### config.mk
export PLATFORM = sky130hd
export DESIGN_NAME = mult_accumulate_stage
export DESIGN_NICKNAME = d
export VERILOG_FILES = /design/src/rtl/mult_accumulate_stage.sv
export SDC_FILE = /design/constraint.sdc
export NUM_CORES = 1
export LEC_CHECK = 0
export ABC_AREA = 1
export CORE_ASPECT_RATIO = 0.5
export CORE_MARGIN = 2
export CORE_UTILIZATION = 50
export CTS_BUF_LIST = sky130_fd_sc_hd__clkbuf_16
export DETAILED_ROUTE_END_ITERATION = 10
export GPL_TIMING_DRIVEN = 0
export HOLD_SLACK_MARGIN = 0.06
export PLACE_DENSITY_LB_ADDON = 0.1
export SYNTH_ARGS = -nofsm -noshare
export SYNTH_HDL_FRONTEND = slang
export SYNTH_SLANG_ARGS = --single-unit
### constraint.sdc
create_clock -name clk -period 11.4 [get_ports clk]
set_clock_uncertainty 0.1 [all_clocks]
set_input_delay 1.71 -clock clk [delete_from_list [all_inputs] [get_ports clk]]
set_output_delay 1.71 -clock clk [all_outputs]
set_load 0.05 [all_outputs]
### src/rtl/mult_accumulate_stage.sv
// Purpose : burst dot-product of 8-bit unsigned operand pairs through the 8x8 array multiplier.
// Latency : the result is valid in the second cycle after the cycle that accepts the last pair.
// Backpr. : in_ready is high only while collecting pairs; the result is held until out_ready.

// Combinational 8x8 unsigned array multiplier: one shifted partial product per multiplier bit.
module array_mult_eight_bit (
    input  logic [7:0]  a,
    input  logic [7:0]  b,
    output logic [15:0] p
);

    // Sum the shifted, gated partial products.
    always_comb begin
        p = '0;
        for (int i = 0; i < 8; i++) begin
            if (b[i]) begin
                p = p + ({8'd0, a} << i);
            end
        end
    end

endmodule

module mult_accumulate_stage #(
    parameter int ACC_W = 24,
    parameter int LEN_W = 8
) (
    input  logic             clk,
    input  logic             rst_n,
    input  logic             start,
    input  logic [LEN_W-1:0] len,
    input  logic             in_valid,
    output logic             in_ready,
    input  logic [7:0]       a,
    input  logic [7:0]       b,
    output logic             out_valid,
    input  logic             out_ready,
    output logic [ACC_W-1:0] acc_out,
    output logic             overflow,
    output logic             busy
);

    typedef enum logic [1:0] {
        IDLE  = 2'd0,
        ACCUM = 2'd1,
        DRAIN = 2'd2,
        DONE  = 2'd3
    } state_t;

    state_t           state;
    state_t           state_nxt;
    logic [LEN_W-1:0] count;
    logic [ACC_W-1:0] acc;
    logic [15:0]      prod;
    logic [15:0]      prod_r;
    logic             prod_v;
    logic             accept;
    logic [ACC_W:0]   sum_ext;

    array_mult_eight_bit u_mult (
        .a (a),
        .b (b),
        .p (prod)
    );

    assign accept  = in_valid && in_ready;
    // One extra bit on the adder exposes the carry out of the accumulator's top bit.
    assign sum_ext = {1'b0, acc} + {{(ACC_W - 15){1'b0}}, prod_r};
    assign acc_out = acc;

    // Next-state and handshake outputs; the product pipeline stage is flushed in DRAIN.
    always_comb begin
        state_nxt = state;
        in_ready  = 1'b0;
        out_valid = 1'b0;
        busy      = (state != IDLE);
        case (state)
            IDLE: begin
                if (start) begin
                    state_nxt = (len == '0) ? DONE : ACCUM;
                end
            end
            ACCUM: begin
                in_ready = 1'b1;
                if (in_valid && (count == LEN_W'(1))) begin
                    state_nxt = DRAIN;
                end
            end
            DRAIN: begin
                state_nxt = DONE;
            end
            DONE: begin
                out_valid = 1'b1;
                if (out_ready) begin
                    state_nxt = IDLE;
                end
            end
            default: begin
                state_nxt = IDLE;
            end
        endcase
    end

    // State register.
    always_ff @(posedge clk) begin
        if (!rst_n) begin
            state <= IDLE;
        end else begin
            state <= state_nxt;
        end
    end

    // Datapath: capture products on accept, fold the previous product into the sum.
    always_ff @(posedge clk) begin
        if (!rst_n) begin
            count    <= '0;
            acc      <= '0;
            overflow <= 1'b0;
            prod_r   <= '0;
            prod_v   <= 1'b0;
        end else begin
            prod_v <= accept;
            if (accept) begin
                prod_r <= prod;
                count  <= count - LEN_W'(1);
            end
            if ((state == IDLE) && start) begin
                count    <= len;
                acc      <= '0;
                overflow <= 1'b0;
            end else if (prod_v) begin
                acc      <= sum_ext[ACC_W-1:0];
                overflow <= overflow | sum_ext[ACC_W];
            end
        end
    end

endmodule

Yosys cells after proc, flatten, opt, wreduce, memory -nomap -nowiden
Cells that the tools add are included.
{"block": "word_totals", "ramBits": 0, "rom_bits": 0, "word_cells": 50, "register_bits": 52, "latchBits": 0, "mem_count": 0}
{"block": "op_classes", "addsub": 9, "reduce_logical": 9, "n_eq_ne": 7, "magnitude_cmp": 0, "n_div": 0, "multipliers": 0, "bitwise": 2, "muxes": 17, "n_shift": 0}
{"cell": "$mux 16", "n": 7}
{"cell": "$add 24x16->25", "n": 1}
{"cell": "$mux 8", "n": 3}
{"cell": "$add 16x10->16", "n": 1}
{"cell": "$add 16x11->16", "n": 1}
{"cell": "$add 16x12->16", "n": 1}
{"cell": "$add 16x13->16", "n": 1}
{"cell": "$add 16x14->16", "n": 1}
{"cell": "$add 16x15->16", "n": 1}
{"cell": "$add 16x9->16", "n": 1}
{"cell": "$eq 8x1->1 const B", "n": 1}
{"cell": "$logic_not 8->1", "n": 1}
{"cell": "$mux 2", "n": 4}
{"cell": "$pmux 2 s4", "n": 1}
{"cell": "$sub 8x1->8 const B", "n": 1}
{"cell": "$ne 2x2->1 const B", "n": 3}
{"cell": "$eq 2x2->1 const B", "n": 2}
{"cell": "$reduce_bool 2->1", "n": 2}
{"cell": "$logic_and 1x1->1", "n": 3}
{"cell": "$reduce_and 3->1", "n": 1}
{"cell": "$eq 2x1->1 const B", "n": 1}
{"cell": "$logic_not 2->1", "n": 1}
{"cell": "$mux 1", "n": 2}
{"cell": "$reduce_or 2->1", "n": 1}
{"cell": "2 further kinds", "n": 2}

Longest topological paths before layout
Gate-level depths: netlist of the first run.
{"block": "depth", "ltp_word": 15, "mapped_depth": 58}

Cells and area by module
Synthesis of the first run repeated with hierarchy kept, for this count alone.
{"block": "hier_totals", "cells_unflattened": 1053, "area_unflattened_um2": 6542.5}
{"module": "mult_accumulate_stage", "instances": 1, "cells_per_inst": 529, "seq_area_each_um2": 1041.0, "area_per_inst_um2": 3390.8}
{"module": "array_mult_eight_bit", "instances": 1, "cells_per_inst": 524, "seq_area_each_um2": 0.0, "area_per_inst_um2": 3151.8}

Worst setup path after synthesis of the first run
Ideal clock, no wire load.
{"block": "synth_path", "kind": "in2reg", "start": "in b[0]", "end": "reg prod_r[15]", "arrival_time_ps": 8598, "setup_ps": 135, "path_slack_ps": 2566, "stages": 40, "path_cell_list": "buf_6 nand2_1 inv_1 ha_1 fa_1 xnor2_1 o21ai_1 inv_1 fa_1 xor2_1 o21ai_2 inv_1 fa_1 inv_1 nor2_1 o21ai_0 nand2_1 fa_1 (+4 left out) or2_2 nand2_1 ha_1 inv_1 fa_1 nand2_1 and2_1 ha_1 fa_1 a21oi_1 o21ai_0 nand2_1 nand2_1 a21oi_1 nor2_1 o21a_1 o21ai_0 a21oi_1"}
{"block": "synth_between", "elab_chain_cells": 15}
{"element": "from (decl)", "line_no": "35", "rtl": "input logic [7:0] b,"}
{"element": "$mux 8 *", "line_no": "16", "rtl": "if (b[i]) begin"}
{"element": "$add 16x9->16", "line_no": "17", "rtl": "p = p + ({8'd0, a} << i);"}
{"element": "$mux 16 *", "line_no": "16"}
{"element": "$add 16x10->16", "line_no": "17"}
{"element": "$mux 16 *", "line_no": "16"}
{"element": "$add 16x11->16", "line_no": "17"}
{"element": "$mux 16 *", "line_no": "16"}
{"element": "$add 16x12->16", "line_no": "17"}
{"element": "$mux 16 *", "line_no": "16"}
{"element": "$add 16x13->16", "line_no": "17"}
{"element": "$mux 16 *", "line_no": "16"}
{"element": "$add 16x14->16", "line_no": "17"}
{"element": "$mux 16 *", "line_no": "16"}
{"element": "$add 16x15->16", "line_no": "17"}
{"element": "$mux 16 *", "line_no": "16"}
{"element": "to (signal assigned)", "line_no": "124", "rtl": "prod_r <= prod;"}
{"element": "to (decl)", "line_no": "55", "rtl": "logic [15:0] prod_r;"}
Every way passes the cells marked *; elsewhere a longest branch is shown, timed or not.
A chain may end at the register's enable or synchronous reset.

Worst setup path in the final report of the first run
{"block": "layout_path", "start": "in a[1]", "end": "reg prod_r[14]"}
{"block": "layout_between", "elab_chain_cells": 15}
{"element": "from (decl)", "line_no": "34", "rtl": "input logic [7:0] a,"}
{"element": "$mux 8", "line_no": "16"}
{"element": "$add 16x9->16", "line_no": "17"}
{"element": "$mux 16", "line_no": "16"}
{"element": "$add 16x10->16", "line_no": "17"}
{"element": "$mux 16", "line_no": "16"}
{"element": "$add 16x11->16", "line_no": "17"}
{"element": "$mux 16", "line_no": "16"}
{"element": "$add 16x12->16", "line_no": "17"}
{"element": "$mux 16", "line_no": "16"}
{"element": "$add 16x13->16", "line_no": "17"}
{"element": "$mux 16", "line_no": "16"}
{"element": "$add 16x14->16", "line_no": "17"}
{"element": "$mux 16", "line_no": "16"}
{"element": "$add 16x15->16", "line_no": "17"}
{"element": "$mux 16 *", "line_no": "16"}
Marks and branches as above.

==> results of run 1 <==
==> worst max-delay path, delay by kind of cell <==
kind            cells  cell delay (ns)
compound gates     11             1.77
fa+ha+maj           8             2.81
buf+inv             5             1.00
simple gates       22             2.32
xor+xnor            3             0.49
==> flip-flops by register name, indices dropped and copies added (netlist names) <==
register  cells
prod_r       16
prod_v        1
acc_out      24
overflow      1
count         8
state         2
==> synth_stat cells (all sizes together) <==
cell type,instances,area share (%)
dfxtp,52,17
a211oi,3,0.37
xor2,22,3.2
a21boi,2,0.31
nand3,84,8.2
a22o,1,0.14
o311ai,2,0.29
nand2,225,14
a32o,1,0.17
o21ai,61,5.8
and3,1,0.10
nor3,7,0.77
buf,6,0.58
o211ai,2,0.25
a221o,1,0.17
a31oi,9,0.93
o41ai,1,0.14
a221oi,1,0.14
o21bai,6,0.99
nand3b,4,0.50
nor4,3,0.31
a21o,1,0.12
fa,8,2.6
nand4,5,0.52
xnor2,10,1.4
ha,81,17
a21oi,72,6.6
or4,1,0.12
inv,135,8.4
a311oi,1,0.14
clkinv,3,0.19
or2,7,0.72
o221ai,1,0.14
o21a,2,0.25
clkbuf,11,0.70
and2,9,0.93
nor2,82,5.1
a22oi,3,0.37
==> through the flow <==
stage / util [%] / area (um^2) / total power, mW
finish: 58.7 / 6930 / 1.02
global route: 58.7 / 6930 / 1.12
CTS: 58.7 / 6930 / 1.02
detailed placement: 57.3 / 6760 / 0.843
global placement: 57.3 / 6760 / 0.829
floorplan: - / 6050 / 0.706
==> cells by family after synthesis <==
kind of cell | after synthesis | synth area share [%]
buf+inv | 155 | 9.85
fa+ha+maj | 89 | 19.4
flops | 52 | 17.2
simple gates | 428 | 31.6
compound gates | 170 | 17.3
xor+xnor | 32 | 4.64
==> how the worst max path moves through the flow <==
| stage | cells after the start | slack (ns) | start | endpoint |
|---|---|---|---|---|
| CTS | 49 | 1.35 | a[1] | prod_r[14]$_SDFFE_PN0P_ |
| floorplan | 40 | 2.57 | b[0] | prod_r[15]$_SDFFE_PN0P_ |
| finish | 49 | 1.34 | a[1] | prod_r[14]$_SDFFE_PN0P_ |
| global placement | 50 | 1.11 | a[1] | prod_r[14]$_SDFFE_PN0P_ |
| detailed placement | 49 | 1.08 | a[1] | prod_r[14]$_SDFFE_PN0P_ |
| global route | 49 | 0.39 | a[1] | prod_r[14]$_SDFFE_PN0P_ |
==> per-layer routing <==
metal,routed length (um),vias up,track usage (%)
met2,6780,114,41.2
li1,-,3162,-
met4,199,0,5.82
met5,0,-,0
met3,483,16,1.87
met1,7800,2702,33.1
==> power by group <==
group / internal [mW] / switching [mW]
clock network: 0.103 / 0.0677
logic: 0.234 / 0.380
registers: 0.209 / 0.0248
total: 0.546 / 0.473
==> layout make-up <==
class                           count  area share (%)
Buffer                             17            1.12
Clock buffer                        5            1.81
Clock inverter                      3           0.614
Inverter                          138            7.47
Multi-Input combinational cell    719            63.6
Sequential cell                    52            15.0
Tap cell                          165            2.98
Timing Repair Buffer               51            7.37
==> run metrics, run 1 <==
PnR worst setup slack=1.34 ns; Yosys warning count=0; Min-Delay Endpoint=overflow$_SDFFE_PP0P_; CORE AREA=11800 um^2; Register Area=1040 um^2; CTS resizes=0; commonest non-fill, non-tap cell in the layout=nand2_1; post-DP HPWL=12300 um; CTS sink cnt=52; DR vias=5994; Final Hold Fails=0; post-route ant nets=0; # hold bufs at CTS=0; Worst Setup Path Type=input pin to register; drt total wl=15300 um; Post-Syn Instances=926; first-pass GRT wire length=25700 um; Unique masters post-synth=53; Most common cell on crit path=nand2_1; Post-CTS Setup Repair Bufs=0; Initial Utilization=51.2%; initial antenna violation count=0; Post-Layout Cell Count=1150; r2r setup slk=8.85 ns; vias in the first global route=5503; CTS max path bufs=2; Syn Nets=1044; I/O pins=57; CTS H-tree depth=2; num rows=28; WP data arrival=10.12 ns; Max Freq=0.0994 GHz; fin crit share=88.2%; WHS Path Cells=2; number of synthesized register bits=52; DRC errors left=0; total track usage=24.0%; pre-CTS setup slack=1.08 ns; startpoint types=input pin; worst vdd ir=0.0000905 V; clock-pin slew on the worst setup and hold paths=0.07 ns; hold path start=overflow$_SDFFE_PP0P_; worst slew pin tran=0.675 ns; GPL Wtd Cong=0.961; Num CTS Buffers=5; worst r2r path cells=16; GRT overflow=0; layout cells sized above 1=7.11%; Fill cells=1150; Mapped Avg Cell Area=6.53 um^2; Inst Count DP=1142; first-iteration detailed-routing DRC count=310; CTS tree=done; Slew Limit Fails=0; final hold slack=0.347 ns; Seq/Total Area, Yosys=17.2%; status=finished clean; Critical-path top delay cell=clkdlybuf4s50_1; HP Class=register to register; Wirelength per Cell=13.3 um; Setup TNS=0 ns; max-cap violations=0; most frequent cells in the layout=219 x nand2_1, 129 x inv_1, 82 x nor2_1, 81 x ha_1, 69 x nand3_1; Worst-Skew Late Latency=0.29 ns; # port buffers=51; final setup fails=0; die height=81.8 um; area of the multi-input gates=4410 um^2; clock root buffer=clkbuf_16; nets=1102; min Tclk post-route=10.06 ns; CP Data Required Time=11.46 ns; ant diodes=0; total iterations of the first detailed-routing run=5; area growth from synthesis to layout=14.6%; Die ar.=13000 um^2; relative max-transition margin=54.8%; largest net degree at the start of global routing=17; Vias/cell=5.21; Leakage=3.51 nW; Synth Cell Area=6050 um^2; critical register-to-register path endpoint=acc_out[20]$_SDFFE_PP0P_; PwrDens=147 nW/um^2; Die Span X=160 um; worst-path fanout max=11; Critical Path Sink Type=register; delay of the slowest critical-path stage=0.70 ns; RSZ-0062 raised after global routing=false; RR Startpoint=acc_out[0]$_SDFFE_PP0P_
(Power assumes the default switching activity.)
==> inputs of run 2 (changes only) <==
Settings changed: CAP_MARGIN set to 20.
==> results of run 2 <==
No change in the layout: final DEF, timing and power equal those of run 1.
